[config.mk]
export PLATFORM = sky130hd
export DESIGN_NAME = freq_div_by_n
export DESIGN_NICKNAME = d
export VERILOG_FILES = /design/src/rtl/freq_div_pkg.sv /design/src/rtl/sync_2ff.sv /design/src/rtl/freq_div_by_n.sv
export SDC_FILE = /design/constraint.sdc
export NUM_CORES = 1
export LEC_CHECK = 0
export ABC_AREA = 0
export CORE_MARGIN = 2
export CORE_UTILIZATION = 58
export CTS_CLUSTER_DIAMETER = 100
export DETAILED_ROUTE_END_ITERATION = 10
export GPL_TIMING_DRIVEN = 0
export PLACE_DENSITY = 0.88
export SYNTH_ARGS = -nofsm -noshare
export SYNTH_HDL_FRONTEND = slang
export SYNTH_HIERARCHICAL = 1
export SYNTH_SLANG_ARGS = --single-unit
[constraint.sdc]
create_clock -name clkin -period 3.03 [get_ports clkin]
set_input_delay 0.909 -clock clkin [delete_from_list [all_inputs] [get_ports clkin]]
set_output_delay 0.909 -clock clkin [all_outputs]
set_load 0.05 [all_outputs]
[src/rtl/freq_div_pkg.sv]
// Shared constants and handshake state type for the programmable clock divider.
package freq_div_pkg;

    localparam int unsigned RATIO_W     = 10;
    localparam int unsigned MIN_RATIO   = 2;
    localparam int unsigned RESET_RATIO = 2;

    typedef enum logic [1:0] {
        IDLE = 2'd0,
        WAIT = 2'd1,
        ACK  = 2'd2
    } upd_state_e;

endpackage

[src/rtl/sync_2ff.sv]
// Two-flop synchroniser bringing an asynchronous level into the clk domain.
module sync_2ff (
    input  logic clk,
    input  logic rst_n,
    input  logic d,
    output logic q
);

    logic meta;

    always_ff @(posedge clk or negedge rst_n) begin
        if (!rst_n) begin
            meta <= 1'b0;
            q    <= 1'b0;
        end else begin
            meta <= d;
            q    <= meta;
        end
    end

endmodule

[src/rtl/freq_div_by_n.sv]
// Programmable integer clock divider with glitch-free bypass and a req/ack
// ratio update that only takes effect on a divided-period boundary.
module freq_div_by_n #(
    parameter int unsigned RATIO_W     = freq_div_pkg::RATIO_W,
    parameter int unsigned RESET_RATIO = freq_div_pkg::RESET_RATIO
) (
    input  logic               clkin,
    input  logic               rstb,
    input  logic               bypass,
    input  logic [RATIO_W-1:0] ratio,
    input  logic               ratio_upd_req,
    output logic               ratio_upd_ack,
    output logic               clkout
);

    import freq_div_pkg::MIN_RATIO;
    import freq_div_pkg::upd_state_e;
    import freq_div_pkg::IDLE;
    import freq_div_pkg::WAIT;
    import freq_div_pkg::ACK;

    logic [RATIO_W-1:0] n_act;
    logic [RATIO_W-1:0] cnt;
    logic [RATIO_W-1:0] hi_c;
    logic [RATIO_W-1:0] n_load_c;
    logic               div_clk;
    logic               sel;
    logic               req_s;
    logic               byp_s;
    logic               wrap_c;
    logic               load_c;
    logic               ack_next_c;
    upd_state_e         state;
    upd_state_e         state_next;

    sync_2ff u_sync_req (
        .clk   (clkin),
        .rst_n (rstb),
        .d     (ratio_upd_req),
        .q     (req_s)
    );

    sync_2ff u_sync_byp (
        .clk   (clkin),
        .rst_n (rstb),
        .d     (bypass),
        .q     (byp_s)
    );

    assign wrap_c   = (cnt == n_act - RATIO_W'(1));
    assign hi_c     = n_act - (n_act >> 1);
    assign n_load_c = (ratio < RATIO_W'(MIN_RATIO)) ? RATIO_W'(MIN_RATIO) : ratio;

    // Free-running divider; a load only ever coincides with the natural wrap.
    always_ff @(posedge clkin or negedge rstb) begin
        if (!rstb) begin
            cnt     <= '0;
            div_clk <= 1'b0;
            n_act   <= RATIO_W'(RESET_RATIO);
        end else begin
            div_clk <= (cnt < hi_c);
            cnt     <= wrap_c ? '0 : cnt + RATIO_W'(1);
            if (load_c) begin
                n_act <= n_load_c;
            end
        end
    end

    always_ff @(posedge clkin or negedge rstb) begin
        if (!rstb) begin
            state         <= IDLE;
            ratio_upd_ack <= 1'b0;
        end else begin
            state         <= state_next;
            ratio_upd_ack <= ack_next_c;
        end
    end

    always_comb begin
        state_next = state;
        ack_next_c = ratio_upd_ack;
        load_c     = 1'b0;
        case (state)
            IDLE: begin
                if (req_s) begin
                    state_next = WAIT;
                end
            end
            WAIT: begin
                if (wrap_c) begin
                    load_c     = 1'b1;
                    ack_next_c = 1'b1;
                    state_next = ACK;
                end
            end
            ACK: begin
                if (!req_s) begin
                    ack_next_c = 1'b0;
                    state_next = IDLE;
                end
            end
            default: begin
                ack_next_c = 1'b0;
                state_next = IDLE;
            end
        endcase
    end

    // Select moves only while clkin is low and div_clk is low, so both mux inputs are low.
    always_ff @(negedge clkin or negedge rstb) begin
        if (!rstb) begin
            sel <= 1'b0;
        end else if (!div_clk) begin
            sel <= byp_s;
        end
    end

    assign clkout = sel ? clkin : div_clk;

    ack_at_boundary: assert property (
        @(posedge clkin) disable iff (!rstb) $rose(ratio_upd_ack) |-> (cnt == '0)
    );

    sel_switch_when_low: assert property (
        @(negedge clkin) disable iff (!rstb) (sel != $past(sel)) |-> !$past(div_clk)
    );

    ratio_stable_during_req: assert property (
        @(posedge clkin) disable iff (!rstb)
            (ratio_upd_req && $past(ratio_upd_req)) |-> $stable(ratio)
    );

endmodule

==> results.ini, run 1 <==
[global_routing]
antenna_found_initial=0
track_usage_pct=23.0
grt_overflow=0
grt_pass1_vias=1497
grt_pass1_wl_mm=7.07
grt_max_degree=30

[setup_path]
rrSetupSlack_ns=0.13
crit_type=reg -> out
rr_worst_depth=11
arrival_ns=2.84
reg2reg_from=n_act[1]
cpPeakStageDelay_ns=0.43
worst_r2r_endpoint=div_clk
cp_cell_sequence=mux2_4 > buf_6
timing.critical_path.buf_inv=1
path_max_fanout=2
critical_path.top_delay_family=flip-flops
cp-end-kind=output pin
crit_slowest_cell=dfrtn_1
cp.required_ns=2.12
cp-start-kind=register

[layout]
postLayoutCellArea_sq_um=2480
drive_gt1_share_pct=16.2
final.fill_count=235
layout_common_cells=ha_1, dfrtp_1, nor2_1
synthToLayoutAreaGrowth_pct=16.6
layout_commonest_cell=ha_1
fin_nets=271
seqCellArea_sq_um=728
multi_input_area_sq_um=1360
antennaDiodeCount=0

[power]
seq_power_share_pct=31.8
cellPowerDensity_nw_per_um2=776
peakVddDrop_uv=539
p_comb_share_pct=47.8
swShare_pct=40.4
p_int_mw=1.15
leakage_nw=1.19
switchingPower_mw=0.777
power.share.clock_pct=20.4

[min_path]
hold_start=u_sync_byp/meta
holdPathStages=0
hold_end=u_sync_byp/q
min_path_type=reg -> reg

[synth]
synth_seq_cells=29
synthAdderAreaFrac_pct=18.0
syn-mean-instance-area_sq_um=10.6
syn_nets=244
synthCells=200
synth_edf_count=0
ys_types=42
yosys.area_share.simple_pct=13.4
synth_async_sr_flop_share_pct=100
ys.warnings.count=6
synth_compound_area_share_pct=8.72
yosysSeqAreaShare_pct=34.2
syn_area_sq_um=2120
ys.flop_type=dfrtp_1
synth_top_family_by_area=adder cells
muxShareOfSynthArea_pct=7.66
synth-xor-area-share_pct=14.5

[routing]
wl_per_cell_um=14.9
via_per_inst=5.55
num_vias=1522
remaining_drc_errors=0
drt-total-wl_mm=4.08
dr.pass1.iters=4
drtIter0Drc=77
ant_nets=0

[timing]
worst_slack_ns=-0.718
maxSlewViolCount=0
maxSlewHeadroom_pct=52.1
skew_ns=0.00416
finalSetupViolCount=1
final-hold-violation-count=0
setup_tns_ns=-0.718
worst_slew_pin_slew_ns=0.719
rsz0062_at_grt=yes

[floorplan]
die_width_um=64.5
initial_core_util_pct=62.2
coreArea_sq_um=3420
row_count=21
fp.dieH_um=64.5
dieArea_sq_um=4160
io_pins=16

[clocking]
path_clk_slew_ns=0.09
insertion_delay_ns=0.43
hold_buffers=0
cts_tree=yes

[placed_design]
gp_congestion=0.814
hpwlAfterDp_mm=3.07
port-buffer-count=15
pre_cts_ws_ns=-0.848
dpl_cell_area_sq_um=2330

[job]
cap_violations=0

[outcome]
violations=setup timing
status=complete, but fails checks

[worst register-to-register path, delay by kind of cell, from the launching register on]
family	cells	cell delay, ns
and+or+nand+nor	1	0.39
AOI/OAI and AO/OA	6	0.99
xor gates and xnor gates	1	0.15
buffers and inverters	1	0.08
DFF	1	0.58
adders and majority gates	2	0.60
[power by group through the flow]
stage,clock [mW],sequential (mW),combinational (mW)
2_1_floorplan,0.0602,0.595,0.680
3_3_place_gp,0.0780,0.613,0.823
3_5_place_dp,0.0780,0.618,0.867
4_1_cts,0.398,0.611,0.876
5_1_grt,0.425,0.627,1.03
6_report,0.392,0.612,0.919
[cell usage after synthesis (2+ instances only)]
cell type  instances  share of area [%]
nand2b_1           2               0.59
xnor3_1            2                2.1
nand3b_1           2               0.71
mux2i_1            2               0.94
a211oi_1           5                1.8
or3_1              2               0.59
dfrtp_1           27                 32
xor2_1            15                6.2
inv_1             15                2.7
o41ai_1            2               0.83
nand3_1            7                1.6
ha_1              29                 17
xnor2_1           15                6.2
nand2_1            6                1.1
nor3_1             3               0.71
a21oi_1            5                1.2
nor2b_1            5                1.5
a21boi_0           2               0.71
a21o_1             3                1.1
mux2_4             8                5.7
mux2_2             2                1.1
o21ai_0            3               0.71
nor2_1            17                3.0
and3_1             3               0.88
[cell type report]
cell class                 instances  share of cell area, %
multi-input combinational        154                   55.0
sequential                        29                   29.4
timing repair buffer              16                   6.32
clock buffer                      10                   3.44
tap                               46                   2.32
inverter                          15                   2.27
buffer                             2                  0.657
clock inverter                     2                  0.556
[what timing repair did]
action | in CTS | in global routing
buffers inserted | 0 | 2
gates resized for setup | 11 | 9
pin swaps | 0 | 5
gates cloned | 0 | 0
endpoints found under the setup margin | 3 | 2
[metal layers]
layer	GRT usage (%)	part of all wire, %	wire, um	vias to the layer above
met4	9.31	2.1	85	0
met5	0	0	0	-
li1	-	-	-	752
met1	29.3	45	1830	726
met3	7.99	4.7	192	9
met2	36.1	48	1970	35
[how the worst max path moves through the flow]
stage	from	end	slack, ns	cells after the start
finish	sel	clkout	-0.72	2
global route	sel	clkout	-0.77	2
CTS	sel	clkout	-0.73	2
detailed placement	rstb	sel	-0.85	1
global placement	rstb	sel	-0.83	1
floorplan	sel	clkout	-0.17	1
[state kept, by name (all words and copies together) (netlist names)]
signal / flops
cnt: 10
sel: 1
ratio_upd_ack: 1
u_sync_req/meta: 1
u_sync_req/q: 1
u_sync_byp/meta: 1
n_act: 10
u_sync_byp/q: 1
state: 2
div_clk: 1
[kinds of logic (layout without fill, tap and decap cells)]
family,Yosys count,count (layout)
compound gates,27,27
xor+xnor,32,32
fa+ha+maj,30,30
buf+inv,17,45
flops,29,29
mux,12,12
simple gates,53,53
[metrics by stage]
step	utilization, %	hold slack, ns	power [mW]	cells
after floorplan	-	0.331	1.33	200
after global placement	68.4	0.333	1.51	261
after detailed placement	68.4	0.335	1.56	261
after CTS	71.0	0.357	1.89	272
after global routing	72.5	0.379	2.08	274
final	72.5	0.356	1.92	274
Note: power is estimated with default switching activity, not from simulation.
==> run 2, diff against run 1 <==
--- a/config.mk
+++ b/config.mk
@@ -6,6 +6,7 @@
 export NUM_CORES = 1
 export LEC_CHECK = 0
 export ABC_AREA = 0
+export CAP_MARGIN = 25
 export CORE_MARGIN = 2
 export CORE_UTILIZATION = 58
 export CTS_CLUSTER_DIAMETER = 100
==> run 2 against run 1 <==
Effect of this change: the flow still finishes with violations (setup timing); global-route usage increased by 0.68 points; critical endpoint unchanged; highest routed layer unchanged; hold slack worse by 0.0010 ns; final cell count up 1.1%; routed wire length up 5.0%; sequential share of layout area decreased by 0.75 points; via count up 1.2%.
==> results.ini, run 2 (synthesized netlist as in run 1, its figures left out) <==
[layout]
instances_no_fill=277
antennaDiodeCount=0
layout_common_cells=ha_1, dfrtp_1, nor2_1
seqCellArea_sq_um=727
fin_util_pct=74.2
synthToLayoutAreaGrowth_pct=19.4
fin_nets=274
final.fill_count=218
layout_commonest_cell=ha_1
multi_input_area_sq_um=1360
drive_gt1_share_pct=16.9
reg_top3=cnt x10, n_act x10, state x2

[power]
cellPowerDensity_nw_per_um2=806
p_int_mw=1.24
swShare_pct=39.4
p_comb_share_pct=46.5
switchingPower_mw=0.807
power.share.clock_pct=23.5
peakVddDrop_uv=484
leakage_nw=1.22
seq_power_share_pct=30.0

[global_routing]
grt_pass1_wl_mm=7.20
grt_pass1_vias=1595
track_usage_pct=23.7
grt_max_degree=20
antenna_found_initial=0
grt_overflow=0

[routing]
remaining_drc_errors=0
num_vias=1540
wl_per_cell_um=15.5
ant_nets=0
dr.pass1.iters=4
drt-total-wl_mm=4.28
via_per_inst=5.56
drtIter0Drc=110

[placed_design]
gp_congestion=0.814
hpwlAfterDp_mm=3.10
port-buffer-count=15
dpl.cell_count=262

[timing]
worst_slack_ns=-0.729
rsz0062_at_grt=yes
skew_ns=0.0139
finalSetupViolCount=1
maxSlewHeadroom_pct=57.2
final-hold-violation-count=0
maxSlewViolCount=0
worst_slew_pin_slew_ns=0.640

[setup_path]
cp-start-kind=register
cp.required_ns=2.12
cp-end-kind=output pin
crit_type=reg -> out
arrival_ns=2.85
path_max_fanout=2

[clocking]
path_clk_slew_ns=0.10
cts_tree=yes
insertion_delay_ns=0.45

[job]
cap_violations=0

[floorplan]
fp.dieH_um=64.5
dieArea_sq_um=4160
row_count=21
die_width_um=64.5
coreArea_sq_um=3420
initial_core_util_pct=62.2
io_pins=16

[outcome]
violations=setup timing
status=complete, but fails checks

[min_path]
min_path_type=reg -> reg

run 2: worst max-delay path, cell delays in order (launching register included):
cell	delay, ns
dfrtn_1	0.44
mux2_4	0.31
buf_6	0.15
run 2: timing repair:
item | CTS | global route
hold buffers | 0 | 0
endpoints found under the setup margin | 2 | 2
resized for setup | 8 | 8
setup buffers | 0 | 4
pin swaps | 0 | 7
run 2: power by group through the flow:
stage	logic, mW	registers (mW)	clock network (mW)
floorplan	0.680	0.595	0.0602
global placement	0.823	0.613	0.0780
detailed placement	0.867	0.618	0.0780
CTS	0.903	0.612	0.486
global route	1.06	0.628	0.509
finish	0.952	0.613	0.480
run 2: metal layers:
metal	track usage, %	vias to the layer above	wire length (um)
met4	11.4	0	72
met3	7.99	9	179
met1	28.6	750	1910
met2	38.2	26	2130
li1	-	755	-
met5	0	-	0
run 2: cell type report:
class	count	area share (%)
plain buffers	2	0.641
inverters	15	2.22
clock buffers	10	3.35
repair buffers	19	7.79
well taps	46	2.27
clock inverters	2	1.48
multi-input cells	154	53.6
flip-flops and latches	29	28.7
run 2: path summary, 6_finish.rpt:
check | startpoint | endpoint | cells after the start | slack (ns)
hold reg to reg | u_sync_byp/meta | u_sync_byp/q | 0 | 0.35
hold / removal | u_sync_byp/meta | u_sync_byp/q | 0 | 0.35
setup reg to reg | n_act[1] | div_clk | 11 | 0.10
min in group asynchronous | rstb | n_act[4] | 1 | 0.85
setup / recovery | sel | clkout | 2 | -0.73
max in group asynchronous | rstb | sel | 2 | 0.23
run 2: per-stage QoR:
stage | setup TNS [ns] | worst slack [ns] | power (mW) | hold WS, ns | area (sq um)
4_1_cts | -0.741 | -0.741 | 2.00 | 0.357 | 2470
3_5_place_dp | -1.17 | -0.795 | 1.56 | 0.335 | 2360
6_report | -0.729 | -0.729 | 2.05 | 0.355 | 2540
5_1_grt | -0.798 | -0.768 | 2.20 | 0.382 | 2540
3_3_place_gp | -1.62 | -0.834 | 1.51 | 0.333 | 2330
2_1_floorplan | -0.174 | -0.174 | 1.33 | 0.331 | 2130
